## config.mk

```make
export PLATFORM = sky130hd
export DESIGN_NAME = nbcac_encoder_33_seq_flat
export DESIGN_NICKNAME = d
export VERILOG_FILES = /design/src/rtl/nbcac_encoder_33_seq_if.sv /design/src/rtl/nbcac_encoder_33_seq.sv /design/src/flat_wrapper.sv
export SDC_FILE = /design/constraint.sdc
export NUM_CORES = 1
export LEC_CHECK = 0
export BUFFER_PORTS_ARGS = -buffer_cell sky130_fd_sc_hd__buf_2
export CAP_MARGIN = 20
export CORE_AREA = 4 4 114 116
export DETAILED_ROUTE_END_ITERATION = 10
export DIE_AREA = 0 0 118 120
export GPL_TIMING_DRIVEN = 0
export PLACE_DENSITY = 0.85
export SYNTH_ARGS = -nofsm -noshare
export SYNTH_HDL_FRONTEND = slang
export SYNTH_SLANG_ARGS = --single-unit
```

## constraint.sdc

```tcl
create_clock -name clock -period 5.7 [get_ports clock]
set_input_delay 1.14 -clock clock [delete_from_list [all_inputs] [get_ports clock]]
set_output_delay 1.14 -clock clock [all_outputs]
set_load 0.02 [all_outputs]
```

## src/rtl/nbcac_encoder_33_seq_if.sv

```systemverilog
// Handshake bundle for the 33-wire NBCAC transmit encoder.
// master = producer/bus-driver side, slave = encoder.
interface nbcac_encoder_33_seq_if;
  logic [22:0] datain;
  logic        datain_valid;
  logic        datain_ready;
  logic [33:1] codeout;
  logic        codeout_valid;
  logic        codeout_ready;

  modport master (
    output datain, datain_valid, codeout_ready,
    input  datain_ready, codeout, codeout_valid
  );

  modport slave (
    input  datain, datain_valid, codeout_ready,
    output datain_ready, codeout, codeout_valid
  );
endinterface

```

## src/rtl/nbcac_encoder_33_seq.sv

```systemverilog
// Iterative FNS greedy encoder: 23-bit word -> 33-wire NBCAC codeword,
// one codeword bit resolved per cycle, MSB (f_33) first.
module nbcac_encoder_33_seq (
  input  logic                         clock,
  input  logic                         rst,
  nbcac_encoder_33_seq_if.slave        bus
);

  typedef enum logic [1:0] {IDLE, CALC, DONE} state_e;

  localparam logic [21:0] F33 = 22'd3524578;
  localparam logic [21:0] F32 = 22'd2178309;

  state_e      state_q, state_d;
  logic [22:0] r_q, r_d;
  logic [21:0] fa_q, fa_d, fb_q, fb_d;
  logic [5:0]  k_q, k_d;
  logic [33:1] code_q, code_d;
  logic        ge;

  assign ge = (r_q >= {1'b0, fa_q});

  always_ff @(posedge clock or posedge rst) begin
    if (rst) begin
      state_q <= IDLE;
      r_q     <= '0;
      fa_q    <= '0;
      fb_q    <= '0;
      k_q     <= '0;
      code_q  <= '0;
    end else begin
      state_q <= state_d;
      r_q     <= r_d;
      fa_q    <= fa_d;
      fb_q    <= fb_d;
      k_q     <= k_d;
      code_q  <= code_d;
    end
  end

  always_comb begin
    state_d = state_q;
    r_d     = r_q;
    fa_d    = fa_q;
    fb_d    = fb_q;
    k_d     = k_q;
    code_d  = code_q;
    case (state_q)
      IDLE: begin
        if (bus.datain_valid) begin
          r_d     = bus.datain;
          fa_d    = F33;
          fb_d    = F32;
          k_d     = 6'd33;
          code_d  = '0;
          state_d = CALC;
        end
      end
      CALC: begin
        // Bits shift in from the LSB, so after 33 steps d_33 lands at [33].
        code_d = {code_q[32:1], ge};
        if (ge) r_d = r_q - {1'b0, fa_q};
        fa_d = fb_q;
        fb_d = fa_q - fb_q;
        k_d  = k_q - 6'd1;
        if (k_q == 6'd1) state_d = DONE;
      end
      DONE: begin
        if (bus.codeout_ready) state_d = IDLE;
      end
      default: state_d = IDLE;
    endcase
  end

  // Ready is masked by rst so it reads 0 throughout reset, not just after it.
  assign bus.datain_ready  = (state_q == IDLE) && !rst;
  assign bus.codeout_valid = (state_q == DONE);
  assign bus.codeout       = code_q;

endmodule

```

## src/flat_wrapper.sv

```systemverilog
// flat-port wrapper written by rule: the top's interface ports become plain ports
module nbcac_encoder_33_seq_flat 
  (clock, rst, bus_datain, bus_datain_valid, bus_codeout_ready, bus_datain_ready, bus_codeout, bus_codeout_valid);
  nbcac_encoder_33_seq_if bus_i ();
  input  logic clock;
  input  logic rst;
  input wire logic [$bits(bus_i.datain)-1:0] bus_datain;
  input wire logic [$bits(bus_i.datain_valid)-1:0] bus_datain_valid;
  input wire logic [$bits(bus_i.codeout_ready)-1:0] bus_codeout_ready;
  output wire logic [$bits(bus_i.datain_ready)-1:0] bus_datain_ready;
  output wire logic [$bits(bus_i.codeout)-1:0] bus_codeout;
  output wire logic [$bits(bus_i.codeout_valid)-1:0] bus_codeout_valid;
  assign bus_i.datain = bus_datain;
  assign bus_i.datain_valid = bus_datain_valid;
  assign bus_i.codeout_ready = bus_codeout_ready;
  assign bus_datain_ready = bus_i.datain_ready;
  assign bus_codeout = bus_i.codeout;
  assign bus_codeout_valid = bus_i.codeout_valid;
  nbcac_encoder_33_seq u_core (.clock(clock), .rst(rst), .bus(bus_i));
endmodule
```

Word-level counts from Yosys, hierarchy flattened
Cells that the tools add are included.
{ "word_totals": {"register_bits": 108, "latch_bits": 0, "mem_bits_rw": 0, "romBits": 0, "in_bits": 27, "output_inout_bits": 35, "word_cells": 39, "memories": 0} }
{ "op_classes": {"n_addsub": 3, "mul": 0, "n_div": 0, "order_cmp": 1, "n_eq_ne": 7, "shift": 0, "muxes": 15, "n_bitwise": 0, "reduce_logical": 7} }
{ "op_table": {"columns": ["op", "count"], "rows": [
  ["$pmux 22 s2", 2],
  ["$pmux 33 s2", 1],
  ["$mux 23", 2],
  ["$pmux 23 s2", 1],
  ["$mux 22", 2],
  ["$mux 33", 1],
  ["$ge 23x22->1", 1],
  ["$sub 23x22->23", 1],
  ["$sub 22x22->22", 1],
  ["$pmux 6 s2", 1],
  ["$eq 6x1->1 const B", 1],
  ["$mux 2", 3],
  ["$mux 6", 1],
  ["$pmux 2 s3", 1],
  ["$reduce_and 3->1", 2],
  ["$sub 6x1->6 const B", 1],
  ["$ne 2x1->1 const B", 2],
  ["$ne 2x2->1 const B", 2],
  ["$eq 2x1->1 const B", 1],
  ["$eq 2x2->1 const B", 1],
  ["$logic_not 2->1", 1],
  ["$reduce_and 2->1", 1],
  ["$reduce_bool 2->1", 1],
  ["$logic_and 1x1->1", 1],
  ["$logic_not 1->1", 1]
]} }

Longest topological paths before layout
Gate-level depths: netlist of run 1.
{ "logic_depth": {"word_depth": 3, "ltp_mapped": 12, "depth_no_buf": 12} }

Worst setup path before layout of run 1
Ideal clock, no wire load.
{ "synth_path": {"path_kind": "flip-flop to flip-flop", "startpoint": "register u_core.r_q[0]", "endpoint": "register u_core.r_q[22]", "setup_time_ps": 127, "arrival_time_ps": 2691, "required_ps": 5573, "path_slack_ps": 2882, "path_stages_with_launch": 13, "path_buffers": 0, "period_less_slack_ps": 2818, "path_cell_list": "dfrtp_1 > inv_1 > ha_1 > inv_1 > fa_1 > a211o_1 > a21oi_2 > o22ai_1 > o21a_1 > a221o_1 > a311oi_1 > nor2_1 > nand3b_1"} }
{ "synth_via": {"elab_chain_cells": 3, "word_cells_on_any_way": 6, "cone_classes": "1 x add/sub; 1 x order compare; 1 x eq/ne; 2 x mux; 1 x reduce/logical"} }
{ "synth_rtl": {"columns": ["item", "line_no", "rtl"], "rows": [
  ["start: declaration", "nbcac_encoder_33_seq.sv:15", "logic [22:0] r_q, r_d;"],
  ["start signal: assignment", "nbcac_encoder_33_seq.sv:33", "r_q <= r_d;"],
  ["$sub 23x22->23 or $ge 23x22->1 (tied branches)", "nbcac_encoder_33_seq.sv:62, nbcac_encoder_33_seq.sv:21", null],
  ["$mux 23 or $ne 2x1->1 (tied branches)", null, null],
  ["$pmux 23 s2 or $reduce_and 3->1 (tied branches)", null, null]
]} }
Several ways; a longest one is shown, not always the timed one. The select of a mux whose other input is x is not followed.
A chain may end at the register's enable or synchronous reset.

Worst setup path in the final report of run 1
Same ends and word-level chain as after synthesis.

==> impl_metrics.toml, run 1 <==
[logic_synthesis]
synth_edf_count = 0
synth_top_area_share = 0.418
avgSynthCellArea_sq_um = 9.32
yosys_warnings = 0
ys_top_cells_by_area = "dfrtp_1, ha_1, a22o_1"
yosysUniqueCellTypes = 68
async_reset_ff_frac = 1.00
synth.net_count = 768
ys_ff_latch = 108
synth_top_area_cell = "dfrtp_1"
syn_inst = 694
seq_area_frac_synth = 0.418
synth.top_cells.by_count = "dfrtp_1, nor2_1, inv_1"
synth_ff_type = "dfrtp_1"
syn_area_sq_um = 6460
yosys.cell_count.top_type = "dfrtp_1"

[finish]
layout-drive-gt1-share = 0.128
fillerInstances = 1012
syn2layout_area_growth_pct = 12.9
fin_nets = 841

[detailed_routing]
totalWireLength_um = 16600
wire_per_inst_um = 18.1
first_pass_iters = 6
vias = 5678
via_per_inst = 6.17
drtAntennaViolNets = 0
drc = 0
drt_iter0_markers = 351

[placed_design]
dpl_worst_slack_ps = 2520
place.detailed.hpwl_um = 12000
port_buffers = 61
gp_congestion = 0.903

[timing]
skew_ps = 6.73
timing.setup.tns_ps = 0
clock.fmax_mhz = 309
fin_crit_ps = 3230
post-route-worst-setup-slack_ps = 2470
setup_viol = 0
rsz0062_at_grt = "no"
slew_headroom = 0.501
worst_pin_slew_ps = 748
post-route-period-util = 0.567
drv_slew = 0
hold_violations = 0

[setup_path]
cp-end-kind = "register"
cp_common_cell = "inv_1"
criticalPathCategory = "reg2reg"
max_stage_delay_ps = 420
crit_chain = "inv_1, ha_1, inv_1, fa_1, a211o_1, a21oi_2, o22ai_1, o21a_1, a221o_1, a311oi_1, nor2_1, nand3b_1"
worst-endpoint-required_ps = 5940
startpoint_type = "register"
critPathMaxFanout = 5
worstPathArrival_ps = 3480
critPathSlowestCell = "fa_1"

[clocking]
cts.htree.levels = 3
cts_resized = 0
post-cts-setup-buffers = 0
cts.sinks = 108
cts_hold_buf = 0
cts_root_buf = "clkbuf_16"
ctsLongestPathBuffers = 2
cts_tree = "done"
numCtsBuffers = 9
clk_pin_slew_ps = 80
clkLatencyLatePin_ps = 360

[grt]
grt_pass1_vias = 5408
grt_max_degree = 56
antenna_found_initial = 1
overflow = 0
grt_pass1_wl_um = 27300
grt_usage = 0.235

[hold_path]
hold_path_class = "reg2reg"

[floorplanning]
start_util = 0.543
dieHeight_um = 120
die_x_um = 118
num_rows = 40
die_area_sq_um = 14200
ioPinCount = 62
coreArea_sq_um = 11900

[job]
max_cap_viol_count = 0

[outcome]
status = "complete, no violations"
==> final cells by class <==
| type | instances | area [sq um] | area share |
|---|---|---|---|
| clock buffer | 9 | 225 | 0.0308 |
| clock inverter | 7 | 90.1 | 0.0123 |
| timing repair buffer | 62 | 333 | 0.0456 |
| inverter | 58 | 220 | 0.0302 |
| sequential | 108 | 2700 | 0.370 |
| buffer | 32 | 140 | 0.0192 |
| tap | 147 | 184 | 0.0252 |
| antenna | 1 | 2.50 | 0.000343 |
| multi-input combinational | 496 | 3400 | 0.466 |
==> state kept, by name, indices dropped and copies added (netlist names) <==
register	cells
u_core.bus.codeout	33
u_core.fb_q	22
u_core.state_q	2
u_core.k_q	6
u_core.fa_q	22
u_core.r_q	23
==> per-layer routing <==
metal  part of all wire  vias to the layer above  track usage
met5                  0                        -            0
met4              0.027                        0       0.0916
met3              0.064                       39       0.0245
met2               0.46                      237        0.388
met1               0.44                     2740        0.321
li1                   -                     2662            -
==> cells by family (layout without fill, tap and decap cells) <==
| family | after synthesis | count (layout) | synth area share |
|---|---|---|---|
| AOI/OAI and AO/OA | 225 | 225 | 0.246 |
| xor gates and xnor gates | 29 | 29 | 0.0393 |
| adders and majority gates | 47 | 47 | 0.0933 |
| buffers and inverters | 90 | 168 | 0.0554 |
| DFF | 108 | 108 | 0.418 |
| muxes | 6 | 6 | 0.00968 |
| other | 0 | 1 | 0 |
| and+or+nand+nor | 189 | 189 | 0.138 |
==> path summary, 6_finish.rpt <==
check | start | to | slack, ps | cells after the start
max | u_core.r_q[0] | u_core.r_q[22] | 2470 | 12
min | u_core.bus.codeout[1] | u_core.bus.codeout[1] | 520 | 2
max reg2reg | u_core.r_q[0] | u_core.r_q[22] | 2470 | 12
min reg2reg | u_core.bus.codeout[1] | u_core.bus.codeout[1] | 520 | 2
max in group asynchronous | rst | u_core.r_q[8] | 4100 | 3
min in group asynchronous | rst | u_core.fb_q[20] | 890 | 2
==> cells in the final DEF, fill, tap and decap left out, types with 9 or more instances in the layout <==
| cell type | instances |
|---|---|
| dfrtp_1 | 108 |
| buf_2 | 65 |
| nor2_1 | 61 |
| inv_1 | 57 |
| nand2_1 | 51 |
| ha_1 | 45 |
| a21oi_1 | 39 |
| a22o_1 | 33 |
| o21ai_0 | 28 |
| a31oi_1 | 21 |
| clkbuf_1 | 19 |
| o22ai_1 | 18 |
| xor2_1 | 16 |
| a21o_1 | 16 |
| a22oi_1 | 13 |
| xnor2_1 | 13 |
| nand3_1 | 13 |
| nor3_1 | 12 |
| nor2b_1 | 9 |
| o21a_1 | 9 |
| clkbuf_16 | 9 |
==> critical path: cells and delay by family, from the launching register on <==
family                   cells  cell delay (ps)
buffers and inverters        2              120
flip-flops                   1              360
AO/OA/AOI/OAI                6             1780
AND/OR/NAND/NOR              2              240
adder cells (fa/ha/maj)      2              600
==> through the flow <==
stage | instances | hold WS (ps) | utilization | area [sq um]
3_5_place_dp | 903 | 495 | 0.586 | 6980
2_1_floorplan | 694 | 447 | - | 6460
4_1_cts | 919 | 515 | 0.613 | 7300
5_1_grt | 920 | 531 | 0.613 | 7300
3_3_place_gp | 902 | 461 | 0.584 | 6950
6_report | 920 | 516 | 0.613 | 7300
Power of run 1 is not shown: default switching activity piles up to over one toggle a cycle in this logic, so the estimate is an artifact.
==> run 2, diff against run 1 <==
- CORE_AREA: 4 4 114 116 -> 4 4 115 117
- DIE_AREA: 0 0 118 120 -> 0 0 119 121
- PLACE_DENSITY: 0.85 -> 0.86
- clock period: 5.7 -> 2.6 ns (I/O delays scaled with it)
==> impl_metrics.toml, run 2 (synthesis results as in run 1) <==
[outcome]
status = "complete, but fails checks"
violations = "negative setup slack"

[timing]
hold_violations = 0
post-route-worst-setup-slack_ps = -409
drv_slew = 0
skew_ps = 9.03
slew_headroom = 0.444
worst_pin_slew_ps = 834
rsz0062_at_grt = "yes"
fin_crit_ps = 3010
post-route-period-util = 1.16
clock.fmax_mhz = 332
setup_viol = 36

[floorplanning]
die_x_um = 119
num_rows = 41
coreArea_sq_um = 12400
ioPinCount = 62
start_util = 0.523
die_area_sq_um = 14400
dieHeight_um = 121

[setup_path]
critical_path_buf_inv_count = 3
reg2reg_to = "u_core.fb_q[16]"
cp_common_cell = "buf_4"
worstPathArrival_ps = 3250
critPathSlowestCell = "dfrtp_1"
critical-path-top-delay-family = "compound AO/OA/AOI/OAI gates"
crit_chain = "buf_4, inv_4, ha_4, fa_2, nand2b_4, a21oi_4, o21ai_4, a31oi_4, o41ai_4, a31o_2, buf_4, xor2_4, a22oi_2"
rrSetupSlack_ps = -410
cp-end-kind = "register"
max_stage_delay_ps = 450
rr_worst_depth = 13
startpoint_type = "register"
critPathMaxFanout = 5
crit_path_start = "u_core.fa_q[0]"
criticalPathCategory = "reg2reg"
r2r_start = "u_core.fa_q[0]"
setup.worst_path.end = "u_core.fb_q[16]"
crit_cells = 13
worst-endpoint-required_ps = 2840

[placed_design]
dp.cells = 929
port_buffers = 61
place.detailed.hpwl_um = 12200
placedInstanceArea_sq_um = 7040
gp_congestion = 0.909

[clocking]
cts_tree = "done"
cts.sinks = 108
cts_root_buf = "clkbuf_16"
ctsLongestPathBuffers = 2
numCtsBuffers = 9
clk_pin_slew_ps = 80
cts.htree.levels = 3
clkLatencyLatePin_ps = 370

[finish]
final_common_cell = "dfrtp_1"
final_cell_mix = "dfrtp_1, buf_4, buf_2"
largest_reg_flops = 33
fin_cells = 1012
layout-drive-gt1-share = 0.296
design_area_sq_um = 8490
diodes = 0
fin_nets = 909
syn2layout_area_growth_pct = 31.4

[grt]
grt_pass1_vias = 6284
grt_max_degree = 43
grt_pass1_wl_um = 32500
grt_usage = 0.284
antenna_found_initial = 0
overflow = 0

[hold_path]
hold_path_class = "in2async"

[detailed_routing]
vias = 6887
drc = 0
drt_iter0_markers = 886
wire_per_inst_um = 23.7
first_pass_iters = 8
drtAntennaViolNets = 0
via_per_inst = 6.81
totalWireLength_um = 24000

[job]
max_cap_viol_count = 0
## run 2: cell count changes in the layout (fill, tap and decap cells not counted), moves of 7 or more
cell     delta
ha_1       -10
nor2_4      +7
ha_4        +8
o21ai_0    -11
buf_4      +62
nor2_2      +8
nor2_1     -15
a21oi_2     +8
inv_1       -8
a21oi_1    -12
## run 2: layout make-up
class	count	area, sq um
inverter	58	226
fill	782	3870
clock buffer	10	229
clock inverter	6	55.1
timing repair buffer	131	946
sequential	108	2700
multi-input combinational	496	3940
buffer	31	180
tap	172	215
## run 2: timing repair
item | in CTS | in global routing
setup buffers | 46 | 19
endpoints found under the setup margin | 31 | 37
cloned | 2 | 1
resized for setup | 71 | 71
pin swaps | 33 | 32
hold buffers | 0 | 0
## run 2: worst min-delay path by stage
| stage | from | endpoint | cells past startpoint |
|---|---|---|---|
| after floorplan | u_core.k_q[4] | u_core.k_q[4] | 1 |
| after global placement | u_core.k_q[4] | u_core.k_q[4] | 1 |
| after detailed placement | u_core.k_q[4] | u_core.k_q[4] | 1 |
| after CTS | rst | u_core.state_q[1] | 2 |
| after global routing | rst | u_core.fb_q[14] | 2 |
| final | rst | u_core.fa_q[15] | 2 |
## run 2: worst reg2reg max path, cell delays in order (launching register included)
cell and delay [ps]:
dfrtp_1 450, buf_4 170, inv_4 40, ha_4 160, fa_2 360, nand2b_4 170
a21oi_4 190, o21ai_4 90, a31oi_4 200, o41ai_4 110, a31o_2 290, buf_4 170
xor2_4 180, a22oi_2 300
## run 2: per-stage QoR
| stage | setup TNS [ps] | hold slack [ps] | util | setup WS, ps |
|---|---|---|---|---|
| 4_1_cts | -891 | 355 | 0.652 | -203 |
| 3_3_place_gp | -9300 | 463 | 0.566 | -411 |
| 2_1_floorplan | -31.7 | 447 | - | -31.7 |
| 3_5_place_dp | -9360 | 481 | 0.569 | -436 |
| 6_report | -6100 | 321 | 0.687 | -409 |
| 5_1_grt | -8620 | 391 | 0.687 | -401 |
## run 2: routing by layer
| layer | up-vias | global-route usage | part of all wire | wire length (um) |
|---|---|---|---|---|
| met5 | - | 0 | 0 | 0 |
| met4 | 0 | 0.147 | 0.092 | 2200 |
| met3 | 220 | 0.0545 | 0.11 | 2690 |
| met2 | 648 | 0.470 | 0.44 | 10600 |
| met1 | 3221 | 0.356 | 0.35 | 8450 |
| li1 | 2798 | - | - | - |
Power of run 2 is left out for the same reason.
